File: src/rtl/waveform_pkg.sv
// rtl/waveform_pkg.sv - waveform select encodings and quarter-sine table
package waveform_pkg;

  localparam logic [2:0] FUNC_SAW_UP   = 3'b000;
  localparam logic [2:0] FUNC_SQUARE   = 3'b001;
  localparam logic [2:0] FUNC_TRIANGLE = 3'b010;
  localparam logic [2:0] FUNC_SINE     = 3'b011;
  localparam logic [2:0] FUNC_FULL_REC = 3'b100;
  localparam logic [2:0] FUNC_HALF_REC = 3'b101;
  localparam logic [2:0] FUNC_RECIP    = 3'b110;
  localparam logic [2:0] FUNC_SAW_DN   = 3'b111;

  // T[k] = round(255*sin(pi*k/256)), k = 0..128
  localparam logic [7:0] SINE_T [0:128] = '{
    8'd0,   8'd3,   8'd6,   8'd9,   8'd13,  8'd16,  8'd19,  8'd22,
    8'd25,  8'd28,  8'd31,  8'd34,  8'd37,  8'd41,  8'd44,  8'd47,
    8'd50,  8'd53,  8'd56,  8'd59,  8'd62,  8'd65,  8'd68,  8'd71,
    8'd74,  8'd77,  8'd80,  8'd83,  8'd86,  8'd89,  8'd92,  8'd95,
    8'd98,  8'd100, 8'd103, 8'd106, 8'd109, 8'd112, 8'd115, 8'd117,
    8'd120, 8'd123, 8'd126, 8'd128, 8'd131, 8'd134, 8'd136, 8'd139,
    8'd142, 8'd144, 8'd147, 8'd149, 8'd152, 8'd154, 8'd157, 8'd159,
    8'd162, 8'd164, 8'd167, 8'd169, 8'd171, 8'd174, 8'd176, 8'd178,
    8'd180, 8'd183, 8'd185, 8'd187, 8'd189, 8'd191, 8'd193, 8'd195,
    8'd197, 8'd199, 8'd201, 8'd203, 8'd205, 8'd207, 8'd208, 8'd210,
    8'd212, 8'd214, 8'd215, 8'd217, 8'd219, 8'd220, 8'd222, 8'd223,
    8'd225, 8'd226, 8'd228, 8'd229, 8'd231, 8'd232, 8'd233, 8'd234,
    8'd236, 8'd237, 8'd238, 8'd239, 8'd240, 8'd241, 8'd242, 8'd243,
    8'd244, 8'd245, 8'd246, 8'd247, 8'd247, 8'd248, 8'd249, 8'd249,
    8'd250, 8'd251, 8'd251, 8'd252, 8'd252, 8'd253, 8'd253, 8'd253,
    8'd254, 8'd254, 8'd254, 8'd255, 8'd255, 8'd255, 8'd255, 8'd255,
    8'd255
  };

endpackage

File: src/rtl/sine_rom.sv
// rtl/sine_rom.sv - half-period sine lookup with mirroring above index 128
module sine_rom
  import waveform_pkg::*;
(
  input  logic [8:0] idx_i,
  output logic [7:0] t_o
);

  logic [8:0] k;

  // Fold indices 129..256 back onto 127..0; anything beyond 256 reads as 0
  always_comb begin
    k   = (idx_i > 9'd128) ? (9'd256 - idx_i) : idx_i;
    t_o = (k <= 9'd128) ? SINE_T[k[7:0]] : 8'd0;
  end

endmodule

File: src/rtl/waveform_generator.sv
// rtl/waveform_generator.sv - phase accumulator, waveform mux and output register
module waveform_generator
  import waveform_pkg::*;
(
  input  logic       clk,
  input  logic       rst,
  input  logic [2:0] func,
  output logic [7:0] wave
);

  logic [7:0] p_q, p_d;
  logic [7:0] wave_q, wave_d;
  logic [8:0] rom_idx;
  logic [7:0] rom_t;

  sine_rom u_sine_rom (
    .idx_i (rom_idx),
    .t_o   (rom_t)
  );

  // Sine and half-rectified both walk the table at twice the phase rate
  // ({p[6:0],0} = 2p for the first half, 2(p-128) for the second);
  // full-rectified walks it at the phase rate.
  always_comb begin
    rom_idx = {1'b0, p_q[6:0], 1'b0};
    if (func == FUNC_FULL_REC) rom_idx = {1'b0, p_q};
  end

  // Waveform selection; every branch stays within 0..255 by construction
  always_comb begin
    p_d    = p_q + 8'd1;
    wave_d = 8'd0;
    case (func)
      FUNC_SAW_UP:   wave_d = p_q;
      FUNC_SQUARE:   wave_d = p_q[7] ? 8'd0 : 8'd255;
      FUNC_TRIANGLE: wave_d = p_q[7] ? {~p_q[6:0], 1'b0} : {p_q[6:0], 1'b0};
      FUNC_SINE:     wave_d = p_q[7] ? (8'd127 - {1'b0, rom_t[7:1]})
                                     : (8'd128 + {1'b0, rom_t[7:1]});
      FUNC_FULL_REC: wave_d = rom_t;
      FUNC_HALF_REC: wave_d = p_q[7] ? 8'd0 : rom_t;
      FUNC_RECIP:    wave_d = 8'(9'd255 / ({1'b0, p_q} + 9'd1));
      FUNC_SAW_DN:   wave_d = 8'd255 - p_q;
      default:       wave_d = 8'd0;
    endcase
  end

  // Phase and sample registers; reset wins over the increment
  always_ff @(posedge clk) begin
    if (rst) begin
      p_q    <= 8'd0;
      wave_q <= 8'd0;
    end else begin
      p_q    <= p_d;
      wave_q <= wave_d;
    end
  end

  assign wave = wave_q;

endmodule

File: config.mk
export PLATFORM = sky130hd
export DESIGN_NAME = waveform_generator
export DESIGN_NICKNAME = d
export VERILOG_FILES = /design/src/rtl/waveform_pkg.sv /design/src/rtl/sine_rom.sv /design/src/rtl/waveform_generator.sv
export SDC_FILE = /design/constraint.sdc
export NUM_CORES = 1
export LEC_CHECK = 0
export BUFFER_PORTS_ARGS = -buffer_cell sky130_fd_sc_hd__clkbuf_2
export CAP_MARGIN = 40
export CORE_MARGIN = 5
export CORE_UTILIZATION = 55
export CTS_CLUSTER_DIAMETER = 150
export DETAILED_ROUTE_END_ITERATION = 12
export GPL_TIMING_DRIVEN = 0
export MAX_ROUTING_LAYER = met4
export PLACE_DENSITY = 0.72
export SETUP_SLACK_MARGIN = 0.02
export SYNTH_ARGS = -nofsm -noshare
export SYNTH_HDL_FRONTEND = slang
export SYNTH_SLANG_ARGS = --single-unit
File: constraint.sdc
create_clock -name clk -period 16.2 [get_ports clk]
set_input_delay 0.81 -clock clk [delete_from_list [all_inputs] [get_ports clk]]
set_output_delay 0.81 -clock clk [all_outputs]
set_load 0.01 [all_outputs]
==> impl_metrics.yaml <==
logic_synthesis:
  synth.distinct_cells: 85
  synth.avg_cell_area_sq_um: 6.97
  ys_dominant_reg_cell: "dfxtp_1"
  syn-num-nets: 724
  yosys_register_bits: 16
  yosys_warnings: 0
  yosysSeqAreaShare_pct: 6.91
  synth.cell_area_sq_um: 4630
  async_flop_share_pct: 0
  synth_edf_count: 0
  syn_inst: 665
sta:
  finalHoldViolCount: 0
  max_freq_mhz: 73.4
  rsz0062_at_grt: "false"
  maxSlewViolCount: 0
  min_period_ns: 13.63
  max_slew_margin_pct: 43.0
  period_share_pct: 84.1
  fin_setup_tns_ns: 0
  finalSetupViolCount: 0
  worstMarginPinSlew_ns: 0.853
  skew_ns: 0.00309
worst_hold_path:
  hp-class: "flop to flop"
  min_path_cells: 3
status:
  status: "finished clean"
setup_path:
  max_stage_delay_ns: 0.61
  endpoint_kind: "flop"
  slowest_stage: "o31ai_1"
  crit_fanout: 10
  startpoint_type: "flop"
  path_class: "flop to flop"
  cp.arrival_ns: 13.80
  r2r_cells: 55
  cp_top_family: "compound AO/OA/AOI/OAI gates"
  crit_required_ns: 16.37
  cp.depth: 55
  critPathBufInv: 5
  worst_path_most_repeated_cell: "o21a_1"
  r2r_slack_ns: 2.57
grt:
  grt_pass1_wl_um: 24700
  grt_max_degree: 13
  grt_pass1_vias: 5171
  overflow: 0
  grt_use_total_pct: 30.0
  antenna_found_initial: 0
clocking:
  cts_buffers: 3
  clock_latency_ns: 0.27
  path_clk_slew_ns: 0.09
  ctsRootBufferMaster: "clkbuf_8"
  post_cts_buffers: 0
  holdBufCountCts: 0
  numClockSinks: 16
  h-tree-depth: 1
  ctsLongestPathBuffers: 2
  cts_tree: "done"
  ctsResizeCount: 0
floorplanning:
  die_x_um: 102
  rows: 33
  core-area_sq_um: 8220
  die_h_um: 102
  ios: 13
  start_util_pct: 56.4
  dieArea_sq_um: 10400
drt:
  vias_per_cell: 6.81
  antenna_left: 0
  drc: 0
  route.detailed.wl_per_inst_um: 18.9
  wirelength_um: 14900
  drtIter0Drc: 613
  vias: 5356
  drt_first_pass_iters: 5
placed_design:
  hpwlAfterDp_um: 11300
  dp_cells: 783
  gp_congestion: 1.03
  io_buffers: 11
finish:
  drive_gt1_share_pct: 11.1
  diodes: 0
  nFillCells: 802
  syn_to_final_growth_pct: 5.54
  nets: 742
  final_cells: 787
flow_run:
  cap_violations: 0
-- final timing paths --
| kind | startpoint | to |
|---|---|---|
| max reg2reg | p_q[0]$_SDFF_PP0_ | wave[0]$_SDFF_PP0_ |
| min | p_q[4]$_SDFF_PP0_ | p_q[4]$_SDFF_PP0_ |
| min reg2reg | p_q[4]$_SDFF_PP0_ | p_q[4]$_SDFF_PP0_ |
| max | p_q[0]$_SDFF_PP0_ | wave[0]$_SDFF_PP0_ |
-- logic make-up (layout without fill, tap and decap cells) --
family | count (synthesis) | in the layout | share of synthesized area (%)
AND/OR/NAND/NOR | 244 | 244 | 26.6
AO/OA/AOI/OAI | 227 | 227 | 34.3
buffers and inverters | 72 | 89 | 6.89
adder cells (fa/ha/maj) | 55 | 55 | 14.8
XOR/XNOR | 28 | 28 | 5.45
multiplexers | 22 | 22 | 5.02
flip-flops | 16 | 16 | 6.91
other | 1 | 1 | 0.0809
-- metal layers --
metal  track usage, %  wire (um)
met2             50.3       6980
met3             4.34       1280
met1             35.7       6000
met4             12.6        601
met5                -          0
-- worst reg2reg max path, delay by kind of cell (launching register included) --
| family | cells | cell delay [ns] |
|---|---|---|
| AOI/OAI and AO/OA | 31 | 6.47 |
| xor gates and xnor gates | 1 | 0.14 |
| adders and majority gates | 7 | 2.23 |
| buffers and inverters | 5 | 1.03 |
| DFF | 1 | 0.45 |
| muxes | 2 | 0.88 |
| and+or+nand+nor | 9 | 2.30 |
-- cell usage in the layout (no fill, tap or decap), types with 6 or more instances in the layout --
cell	instances
o21ai_0	39
or3_1	9
clkbuf_1	24
nand2b_1	8
a31oi_1	10
clkbuf_2	11
a211o_1	6
nand2_1	59
a211oi_1	7
mux2i_1	12
o211ai_1	14
nand3_1	15
a21oi_1	35
buf_2	15
o31ai_1	7
nor3_1	25
o22ai_1	7
xor2_1	10
o21a_1	26
nor2_1	74
inv_1	24
xnor2_1	17
o221ai_1	6
nor4_1	6
mux2_2	10
dfxtp_1	16
o21ai_1	13
ha_1	54
-- final cells by class --
class,count,area (sq um),area share (%)
sequential,16,320,6.55
multi-input combinational,577,3990,81.7
clock buffer,4,55.1,1.13
buffer,47,225,4.61
inverter,25,93.8,1.92
timing repair buffer,13,70.1,1.43
tap,105,131,2.69
-- per-stage QoR --
| step | utilization (%) | hold WS [ns] | worst slack (ns) | area (sq um) |
|---|---|---|---|---|
| after floorplan | - | 0.726 | 4.70 | 4630 |
| after detailed placement | 58.8 | 0.736 | 2.85 | 4830 |
| after global routing | 59.5 | 0.796 | 1.55 | 4890 |
| final | 59.5 | 0.782 | 2.57 | 4890 |
| after CTS | 59.5 | 0.758 | 2.75 | 4890 |
| after global placement | 58.7 | 0.891 | 3.11 | 4820 |
-- registers in the layout (all words and copies together) (netlist names) --
name and count:
p_q 8, wave 8
-- cells in the mapped netlist, types with 4 or more instances --
master / instances / area [sq um]
o22ai_1: 7 / 43.8
buf_2: 15 / 75.1
and2_1: 5 / 31.3
clkbuf_1: 24 / 90.1
dfxtp_1: 16 / 320
or3_1: 9 / 56.3
o31ai_1: 7 / 52.6
o221ai_1: 6 / 52.6
nor2_1: 74 / 278
nor2b_1: 4 / 25.0
a21o_1: 4 / 30.0
nand4_1: 5 / 31.3
a31oi_1: 10 / 62.6
mux2_2: 10 / 113
nand2_1: 59 / 221
o21ai_0: 39 / 195
nor3_1: 25 / 125
xor2_1: 10 / 87.6
nand3_1: 15 / 75.1
nor4_1: 6 / 37.5
a21oi_1: 35 / 175
o21a_1: 26 / 195
and3_1: 4 / 25.0
nand2b_1: 8 / 50.1
a221oi_1: 5 / 43.8
inv_1: 24 / 90.1
or2_2: 5 / 31.3
o211ai_1: 14 / 105
o21ai_1: 13 / 65.1
a2111oi_0: 4 / 35.0
ha_1: 54 / 676
mux2i_1: 12 / 120
a211o_1: 6 / 52.6
xnor2_1: 17 / 149
a211oi_1: 7 / 52.6
a21boi_0: 4 / 30.0
Power is not shown: default switching activity piles up to over one toggle a cycle in this logic, so the estimate is an artifact.
